### src/rtl/fft_peak_interp_req_pkg.sv
// Shared types and constants for the FFT peak interpolation requester.
package fft_pkg;

    localparam int unsigned FRAC       = 16;
    localparam int unsigned Q_W        = 2 * FRAC;
    localparam int unsigned MAG_W      = 32;
    localparam int unsigned N_BINS_DEF = 1024;

    typedef enum logic [2:0] {
        ST_SYNC = 3'd0,
        ST_SCAN = 3'd1,
        ST_REQ  = 3'd2,
        ST_WAIT = 3'd3,
        ST_OUT  = 3'd4
    } state_t;

    typedef logic [MAG_W-1:0] mag_t;

    // Larger of two magnitudes.
    function automatic mag_t mag_max(input mag_t a, input mag_t b);
        return (a > b) ? a : b;
    endfunction

endpackage

### src/rtl/fft_peak_interp_req_if.sv
// Magnitude stream, divider handshake and result bus of the peak requester.
interface fft_peak_interp_req_if
    import fft_pkg::*;
#(
    parameter int unsigned BIN_W = 10
) ();

    logic             mag_valid;
    mag_t             mag_data;
    logic             mag_last;
    logic             div_start;
    mag_t             div_a;
    mag_t             div_b;
    logic             div_valid_i;
    logic [Q_W-1:0]   div_q;
    logic             res_valid;
    logic [BIN_W-1:0] res_bin;
    logic [Q_W-1:0]   res_frac;
    logic             res_dir;
    logic             res_zero;

    modport slave (
        input  mag_valid, mag_data, mag_last, div_valid_i, div_q,
        output div_start, div_a, div_b, res_valid, res_bin, res_frac, res_dir, res_zero
    );

    modport master (
        output mag_valid, mag_data, mag_last, div_valid_i, div_q,
        input  div_start, div_a, div_b, res_valid, res_bin, res_frac, res_dir, res_zero
    );

endinterface

### src/rtl/fft_peak_interp_req_peak_track.sv
// Peak tracker: running maximum with its left/right neighbours over one frame.
// The _c outputs already include the current sample so the frame end can use them.
module fft_peak_track
    import fft_pkg::*;
#(
    parameter int unsigned BIN_W   = 10,
    parameter int unsigned MIN_BIN = 1
) (
    input  logic             clk,
    input  logic             rst_n,
    input  logic             smp_en,
    input  logic             clr,
    input  logic [BIN_W-1:0] idx,
    input  mag_t             data,
    output mag_t             pk_c,
    output logic [BIN_W-1:0] pk_bin_c,
    output mag_t             left_c,
    output mag_t             right_c
);

    mag_t             pk_q, left_q, right_q, prev_q, prev_c;
    logic [BIN_W-1:0] pk_bin_q;
    logic             pend_q, pend_c;
    logic             eligible_c;

    assign eligible_c = (idx >= BIN_W'(MIN_BIN));

    // Compare-and-capture; strict compare keeps the first of equal peaks.
    always_comb begin
        pk_c     = pk_q;
        pk_bin_c = pk_bin_q;
        left_c   = left_q;
        right_c  = right_q;
        pend_c   = pend_q;
        prev_c   = prev_q;
        if (smp_en) begin
            if (eligible_c) begin
                if (data > pk_q) begin
                    pk_c     = data;
                    pk_bin_c = idx;
                    left_c   = (idx == '0) ? '0 : prev_q;
                    right_c  = '0;
                    pend_c   = 1'b1;
                end else if (pend_q) begin
                    right_c  = data;
                    pend_c   = 1'b0;
                end
            end
            prev_c = data;
        end
    end

    // Tracker state; cleared when the frame is handed off.
    always_ff @(posedge clk or negedge rst_n) begin
        if (!rst_n) begin
            pk_q     <= '0;
            pk_bin_q <= '0;
            left_q   <= '0;
            right_q  <= '0;
            prev_q   <= '0;
            pend_q   <= 1'b0;
        end else if (clr) begin
            pk_q     <= '0;
            pk_bin_q <= '0;
            left_q   <= '0;
            right_q  <= '0;
            prev_q   <= '0;
            pend_q   <= 1'b0;
        end else begin
            pk_q     <= pk_c;
            pk_bin_q <= pk_bin_c;
            left_q   <= left_c;
            right_q  <= right_c;
            prev_q   <= prev_c;
            pend_q   <= pend_c;
        end
    end

endmodule

### src/rtl/fft_peak_interp_req.sv
// Finds the peak bin of each FFT frame and requests nb/(pk+nb) from the shared divider.
// Optional build macro FFT_PEAK_DROP_CNT_EN adds a saturating dropped-frame counter.
module fft_peak_interp_req
    import fft_pkg::*;
#(
    parameter int unsigned N_BINS   = N_BINS_DEF,
    parameter int unsigned BIN_W    = 10,
    parameter int unsigned MIN_BIN  = 1,
    parameter int unsigned DIV_WAIT = 52
) (
    input  logic clk,
    input  logic rst_n,
    fft_peak_interp_req_if.slave bus
`ifdef FFT_PEAK_DROP_CNT_EN
    ,
    output logic [15:0] drop_cnt
`endif
);

    localparam int unsigned GUARD_W = $clog2(DIV_WAIT + 1);
    localparam int unsigned SUM_W   = MAG_W + 1;

    state_t             state;
    logic [BIN_W-1:0]   bin_cnt;
    logic [GUARD_W-1:0] guard;
    logic [BIN_W-1:0]   bin_cap;
    logic               dir_cap;

    logic               frame_end_c, in_scan_c, scan_end_c, dir_c;
    mag_t               pk_c, left_c, right_c, nb_c;
    logic [BIN_W-1:0]   pk_bin_c;
    logic [SUM_W-1:0]   sum_c;

    assign frame_end_c = bus.mag_valid && bus.mag_last;
    assign in_scan_c   = (state == ST_SCAN);
    assign scan_end_c  = frame_end_c && in_scan_c;
    assign nb_c        = mag_max(left_c, right_c);
    assign dir_c       = (right_c > left_c);
    assign sum_c       = SUM_W'(pk_c) + SUM_W'(nb_c);

    fft_peak_track #(
        .BIN_W   (BIN_W),
        .MIN_BIN (MIN_BIN)
    ) u_track (
        .clk      (clk),
        .rst_n    (rst_n),
        .smp_en   (bus.mag_valid && in_scan_c),
        .clr      (scan_end_c),
        .idx      (bin_cnt),
        .data     (bus.mag_data),
        .pk_c     (pk_c),
        .pk_bin_c (pk_bin_c),
        .left_c   (left_c),
        .right_c  (right_c)
    );

    // Bin index of the incoming sample; runs in every state to keep frame alignment.
    always_ff @(posedge clk or negedge rst_n) begin
        if (!rst_n) begin
            bin_cnt <= '0;
        end else if (bus.mag_valid) begin
            if (bus.mag_last || bin_cnt == BIN_W'(N_BINS - 1)) begin
                bin_cnt <= '0;
            end else begin
                bin_cnt <= bin_cnt + BIN_W'(1);
            end
        end
    end

    // Frame sequencing and divider handshake; all outputs registered.
    always_ff @(posedge clk or negedge rst_n) begin
        if (!rst_n) begin
            state         <= ST_SYNC;
            guard         <= '0;
            bin_cap       <= '0;
            dir_cap       <= 1'b0;
            bus.div_start <= 1'b0;
            bus.div_a     <= '0;
            bus.div_b     <= '0;
            bus.res_valid <= 1'b0;
            bus.res_bin   <= '0;
            bus.res_frac  <= '0;
            bus.res_dir   <= 1'b0;
            bus.res_zero  <= 1'b0;
        end else begin
            bus.div_start <= 1'b0;
            bus.res_valid <= 1'b0;
            unique case (state)
                ST_SYNC: begin
                    if (frame_end_c) state <= ST_SCAN;
                end
                ST_SCAN: begin
                    if (frame_end_c) begin
                        if (pk_c == '0) begin
                            bus.res_valid <= 1'b1;
                            bus.res_bin   <= pk_bin_c;
                            bus.res_frac  <= '0;
                            bus.res_dir   <= 1'b0;
                            bus.res_zero  <= 1'b1;
                            state         <= ST_OUT;
                        end else begin
                            bus.div_start <= 1'b1;
                            bus.div_a     <= nb_c >> 1;
                            bus.div_b     <= sum_c[SUM_W-1:1];
                            bin_cap       <= pk_bin_c;
                            dir_cap       <= dir_c;
                            state         <= ST_REQ;
                        end
                    end
                end
                ST_REQ: begin
                    guard <= GUARD_W'(DIV_WAIT);
                    state <= ST_WAIT;
                end
                ST_WAIT: begin
                    if (guard != '0) begin
                        guard <= guard - GUARD_W'(1);
                    end else if (bus.div_valid_i) begin
                        bus.res_valid <= 1'b1;
                        bus.res_bin   <= bin_cap;
                        bus.res_frac  <= bus.div_q;
                        bus.res_dir   <= dir_cap;
                        bus.res_zero  <= 1'b0;
                        bus.div_a     <= '0;
                        bus.div_b     <= '0;
                        state         <= ST_OUT;
                    end
                end
                ST_OUT: begin
                    state <= (bin_cnt == '0) ? ST_SCAN : ST_SYNC;
                end
                default: state <= ST_SYNC;
            endcase
        end
    end

`ifdef FFT_PEAK_DROP_CNT_EN
    logic sync_seen;

    // Counts frames ending outside SCAN, skipping the initial alignment frame.
    always_ff @(posedge clk or negedge rst_n) begin
        if (!rst_n) begin
            drop_cnt  <= '0;
            sync_seen <= 1'b0;
        end else if (frame_end_c && !in_scan_c) begin
            if (state == ST_SYNC && !sync_seen) begin
                sync_seen <= 1'b1;
            end else if (drop_cnt != 16'hFFFF) begin
                drop_cnt <= drop_cnt + 16'd1;
            end
        end
    end
`endif

endmodule

### src/flat_wrapper.sv
// flat-port wrapper written by rule: the top's interface ports become plain ports
module fft_peak_interp_req_flat import fft_pkg::*;
#(
    parameter int unsigned N_BINS   = N_BINS_DEF,
    parameter int unsigned BIN_W    = 10,
    parameter int unsigned MIN_BIN  = 1,
    parameter int unsigned DIV_WAIT = 52
)
  (clk, rst_n, bus_mag_valid, bus_mag_data, bus_mag_last, bus_div_valid_i, bus_div_q, bus_div_start, bus_div_a, bus_div_b, bus_res_valid, bus_res_bin, bus_res_frac, bus_res_dir, bus_res_zero);
  fft_peak_interp_req_if #(.BIN_W(BIN_W)) bus_i ();
  input  logic clk;
  input  logic rst_n;
  input wire logic [$bits(bus_i.mag_valid)-1:0] bus_mag_valid;
  input wire logic [$bits(bus_i.mag_data)-1:0] bus_mag_data;
  input wire logic [$bits(bus_i.mag_last)-1:0] bus_mag_last;
  input wire logic [$bits(bus_i.div_valid_i)-1:0] bus_div_valid_i;
  input wire logic [$bits(bus_i.div_q)-1:0] bus_div_q;
  output wire logic [$bits(bus_i.div_start)-1:0] bus_div_start;
  output wire logic [$bits(bus_i.div_a)-1:0] bus_div_a;
  output wire logic [$bits(bus_i.div_b)-1:0] bus_div_b;
  output wire logic [$bits(bus_i.res_valid)-1:0] bus_res_valid;
  output wire logic [$bits(bus_i.res_bin)-1:0] bus_res_bin;
  output wire logic [$bits(bus_i.res_frac)-1:0] bus_res_frac;
  output wire logic [$bits(bus_i.res_dir)-1:0] bus_res_dir;
  output wire logic [$bits(bus_i.res_zero)-1:0] bus_res_zero;
  assign bus_i.mag_valid = bus_mag_valid;
  assign bus_i.mag_data = bus_mag_data;
  assign bus_i.mag_last = bus_mag_last;
  assign bus_i.div_valid_i = bus_div_valid_i;
  assign bus_i.div_q = bus_div_q;
  assign bus_div_start = bus_i.div_start;
  assign bus_div_a = bus_i.div_a;
  assign bus_div_b = bus_i.div_b;
  assign bus_res_valid = bus_i.res_valid;
  assign bus_res_bin = bus_i.res_bin;
  assign bus_res_frac = bus_i.res_frac;
  assign bus_res_dir = bus_i.res_dir;
  assign bus_res_zero = bus_i.res_zero;
  fft_peak_interp_req #(.N_BINS(N_BINS), .BIN_W(BIN_W), .MIN_BIN(MIN_BIN), .DIV_WAIT(DIV_WAIT)) u_core (.clk(clk), .rst_n(rst_n), .bus(bus_i));
endmodule
### config.mk
export PLATFORM = sky130hd
export DESIGN_NAME = fft_peak_interp_req_flat
export DESIGN_NICKNAME = d
export VERILOG_FILES = /design/src/rtl/fft_peak_interp_req_pkg.sv /design/src/rtl/fft_peak_interp_req_if.sv /design/src/rtl/fft_peak_interp_req_peak_track.sv /design/src/rtl/fft_peak_interp_req.sv /design/src/flat_wrapper.sv
export SDC_FILE = /design/constraint.sdc
export NUM_CORES = 1
export LEC_CHECK = 0
export BUFFER_PORTS_ARGS = -buffer_cell sky130_fd_sc_hd__buf_2
export CORE_MARGIN = 2
export CORE_UTILIZATION = 30
export CTS_BUF_LIST = sky130_fd_sc_hd__clkbuf_4
export CTS_CLUSTER_SIZE = 12
export DETAILED_ROUTE_END_ITERATION = 12
export PLACE_DENSITY = 0.51
export REMOVE_ABC_BUFFERS = 1
export SETUP_SLACK_MARGIN = 0.05
export SYNTH_ARGS = -nofsm -noshare
export SYNTH_HDL_FRONTEND = slang
export SYNTH_HIERARCHICAL = 1
export SYNTH_SLANG_ARGS = --single-unit
### constraint.sdc
create_clock -name clk -period 22.3 [get_ports clk]
set_input_delay 3.345 -clock clk [delete_from_list [all_inputs] [get_ports clk]]
set_output_delay 3.345 -clock clk [all_outputs]
set_load 0.05 [all_outputs]
==> results.sh <==
export IMPL_outcome="finished clean"
export IMPL_synth_area_um2=16740
export IMPL_reg2reg_from="u_core/state[0]$_DFFE_PN0P_"
export IMPL_p_per_area_nw_per_um2=151.6
export IMPL_ys_types=78
export IMPL_cts_tree="built"
export IMPL_rrSetupSlack_ns=12.47
export IMPL_p_int_mw=1.521
export IMPL_postCtsSetupBuffers=0
export IMPL_startpoint_type="input port"
export IMPL_slew_headroom=0.2682
export IMPL_wl_mm=48.35
export IMPL_crit_arrival_ns=12.63
export IMPL_yosysSeqAreaShare=0.4157
export IMPL_core_um2=55090
export IMPL_boundaryPins=179
export IMPL_clockRootBuffer="clkbuf_4"
export IMPL_min_path_cells=2
export IMPL_whs_ns=0.4743
export IMPL_share_comb_of_total_power=0.564
export IMPL_yosysWarningCount=6
export IMPL_path_max_fanout=46
export IMPL_grtUsageTotal=0.1684
export IMPL_place_gp_congestion=0.8484
export IMPL_routedWlPerCell_um=17.82
export IMPL_syn_inst=1715
export IMPL_rr_worst_depth=26
export IMPL_cts_made_buffers=84
export IMPL_htreeDepth=3
export IMPL_drtPass1Iterations=5
export IMPL_async_flop_share=1.000
export IMPL_synth_edf_count=0
export IMPL_antenna_found_initial=2
export IMPL_first_iter_violations=732
export IMPL_total_power_mw=2.931
export IMPL_maxSlewViolCount=0
export IMPL_worstPathRequired_ns=22.99
export IMPL_drc=0
export IMPL_p_sw_mw=1.411
export IMPL_ir_drop_mv=0.1220
export IMPL_clkPwrFrac=0.164
export IMPL_tightest_slew_ns=1.095
export IMPL_cts_resized=0
export IMPL_worstHoldEndpoint="u_core/bin_cap[3]$_DFFE_PN0P_"
export IMPL_fillers=5721
export IMPL_initial_utilization=0.3038
export IMPL_clk_latency_ns=0.81
export IMPL_cts_path_max_buffers=3
export IMPL_via_per_inst=4.831
export IMPL_synth_ff_type="dfrtp_1"
export IMPL_dp_hpwl_mm=33.00
export IMPL_clkTransAtPathRegs_ns=0.07
export IMPL_hold_start="u_core/bin_cap[3]$_DFFE_PN0P_"
export IMPL_r2r_end="u_core/bus.div_b[31]$_DFFE_PN0P_"
export IMPL_fp_dieW_um=240.2
export IMPL_cts_hold_buf=0
export IMPL_nets=2073
export IMPL_post_route_period_util=0.5356
export IMPL_finalSetupViolCount=0
export IMPL_cts_sinks=278
export IMPL_numPortBuffers=177
export IMPL_vias=13111
export IMPL_grt_max_degree=166
export IMPL_synth_seq_cells=278
export IMPL_grt_setup_unrepaired="no"
export IMPL_grt_pass1_vias=13072
export IMPL_max_clock_freq_ghz=0.08373
export IMPL_layout_common_cells="dfrtp_1, buf_2, nand2_1"
export IMPL_overflow=0
export IMPL_cp_end_kind="flop"
export IMPL_drv_cap=0
export IMPL_ant_nets=0
export IMPL_leakagePower_nw=10.09
export IMPL_finalSetupTns_ns=0
export IMPL_p_sw_frac=0.4812
export IMPL_die_y_um=240.2
export IMPL_fin_crit_ns=11.94
export IMPL_path_class="in -> reg"
export IMPL_final_common_cell="dfrtp_1"
export IMPL_pwr_share_seq=0.272
export IMPL_row_count=86
export IMPL_avgSynthCellArea_um2=9.759
export IMPL_grt_pass1_wl_mm=75.25
export IMPL_final_layout_size_suffix_gt1_frac=0.2260
export IMPL_syn_to_final_growth_pct=15.53
export IMPL_hold_class="reg -> reg"
export IMPL_clock_skew_ns=0.05190
export IMPL_die_area_um2=57690
export IMPL_final_hold_viol_count=0
## how the worst max path moves through the flow
stage,from,cells past startpoint,slack [ns],to
final,bus_mag_data[30],28,10.36,u_core/bus.div_b[31]$_DFFE_PN0P_
after floorplan,bus_mag_data[15],23,3.29,u_core/bus.div_b[31]$_DFFE_PN0P_
after global routing,bus_mag_data[30],28,9.98,u_core/bus.div_b[31]$_DFFE_PN0P_
after CTS,bus_mag_valid,26,10.50,u_core/bus.div_b[31]$_DFFE_PN0P_
after detailed placement,bus_mag_valid,26,9.61,u_core/bus.div_b[31]$_DFFE_PN0P_
after global placement,bus_mag_valid,26,9.73,u_core/bus.div_b[31]$_DFFE_PN0P_
## sequential cells by signal (all words and copies together), names as in the netlist
name,cells
u_core/bus.div_start,1
u_core/bus.res_frac,32
u_core/bus.div_b,32
u_core/u_track/pk_bin_q,10
u_core/u_track/left_q,32
u_core/bus.res_valid,1
u_core/bus.res_dir,1
u_core/u_track/prev_q,32
u_core/dir_cap,1
u_core/u_track/pk_q,32
u_core/state,3
u_core/bus.res_zero,1
u_core/u_track/right_q,32
u_core/guard,6
u_core/bin_cnt,10
u_core/bus.div_a,31
u_core/bus.res_bin,10
u_core/u_track/pend_q,1
u_core/bin_cap,10
## cell families after synthesis
| group | synth area share |
|---|---|
| adder cells (fa/ha/maj) | 0.07970 |
| multiplexers | 0.1604 |
| AO/OA/AOI/OAI | 0.1138 |
| XOR/XNOR | 0.01465 |
| buffers and inverters | 0.04508 |
| AND/OR/NAND/NOR | 0.1705 |
| other | 0.0002241 |
| flip-flops | 0.4157 |
## cell type report
class / instances / area (um^2) / share of cell area
tap: 748 / 935.9 / 0.04840
antenna: 6 / 15.01 / 0.0007765
timing repair buffer: 189 / 998.5 / 0.05164
sequential: 278 / 6957 / 0.3598
multi-input combinational: 1255 / 9075 / 0.4694
clock inverter: 29 / 120.1 / 0.006212
inverter: 90 / 340.3 / 0.01760
clock buffer: 119 / 893.4 / 0.04620
## worst max-delay path: stages
cell and delay (ns):
buf_2 0.13, ha_1 0.32, nand4_1 0.30, nor4_1 0.99, nand2b_1 0.12, o311a_1 0.20, a41oi_4 0.20, buf_4 0.62
buf_4 0.58, mux2_2 0.41, inv_1 0.06, ha_1 0.25, nand4_1 0.16, nor4_1 0.09, a21boi_1 0.14, o41a_1 0.47
nor2_4 0.84, mux2_2 0.47, fa_1 0.44, a21o_1 0.20, a21o_1 0.22, a221oi_2 0.45, or4b_4 0.25, a21oi_2 0.08
o41ai_4 0.39, o21ai_2 0.15, or4b_1 0.47, a32o_1 0.25
## power groups by stage
stage	clock network (mW)	logic, mW	registers (mW)
global route	0.536	1.81	0.821
global placement	0	1.64	0.801
CTS	0.508	1.67	0.798
floorplan	0	0.978	0.995
detailed placement	0	1.66	0.805
finish	0.480	1.65	0.797
## stage by stage
stage	utilization	cells	cell area (um^2)	setup WS, ns
finish	0.3509	2714	19330	10.36
global route	0.3508	2710	19320	9.982
CTS	0.3507	2708	19320	10.50
detailed placement	0.3323	2560	18310	9.608
global placement	0.3323	2560	18310	9.733
floorplan	-	1623	16320	3.289
## metal layers
layer  track usage  wire length [um]
met1        0.2256             22620
met2        0.2641             21820
met3       0.03731              2620
met4       0.06550              1292
met5             0                 0
## synthesized netlist by cell type, types with 11 or more instances
master / number / area share
buf_4: 11 / 0.0049
dfrtp_1: 278 / 0.42
nand4_1: 19 / 0.0071
a21o_1: 18 / 0.0081
a21oi_1: 65 / 0.019
nor4_1: 15 / 0.0056
o21ai_0: 89 / 0.027
xor2_1: 12 / 0.0063
nor3_1: 39 / 0.012
a22o_1: 34 / 0.018
nand2b_1: 155 / 0.058
mux2i_1: 150 / 0.090
nor2_1: 98 / 0.022
nand3_1: 27 / 0.0081
inv_1: 89 / 0.020
ha_1: 105 / 0.078
clkbuf_1: 63 / 0.014
nand2_1: 180 / 0.040
o21ai_1: 17 / 0.0051
xnor2_1: 16 / 0.0084
mux2_2: 100 / 0.067
No activity file was read; power rests on OpenSTA's default activity.
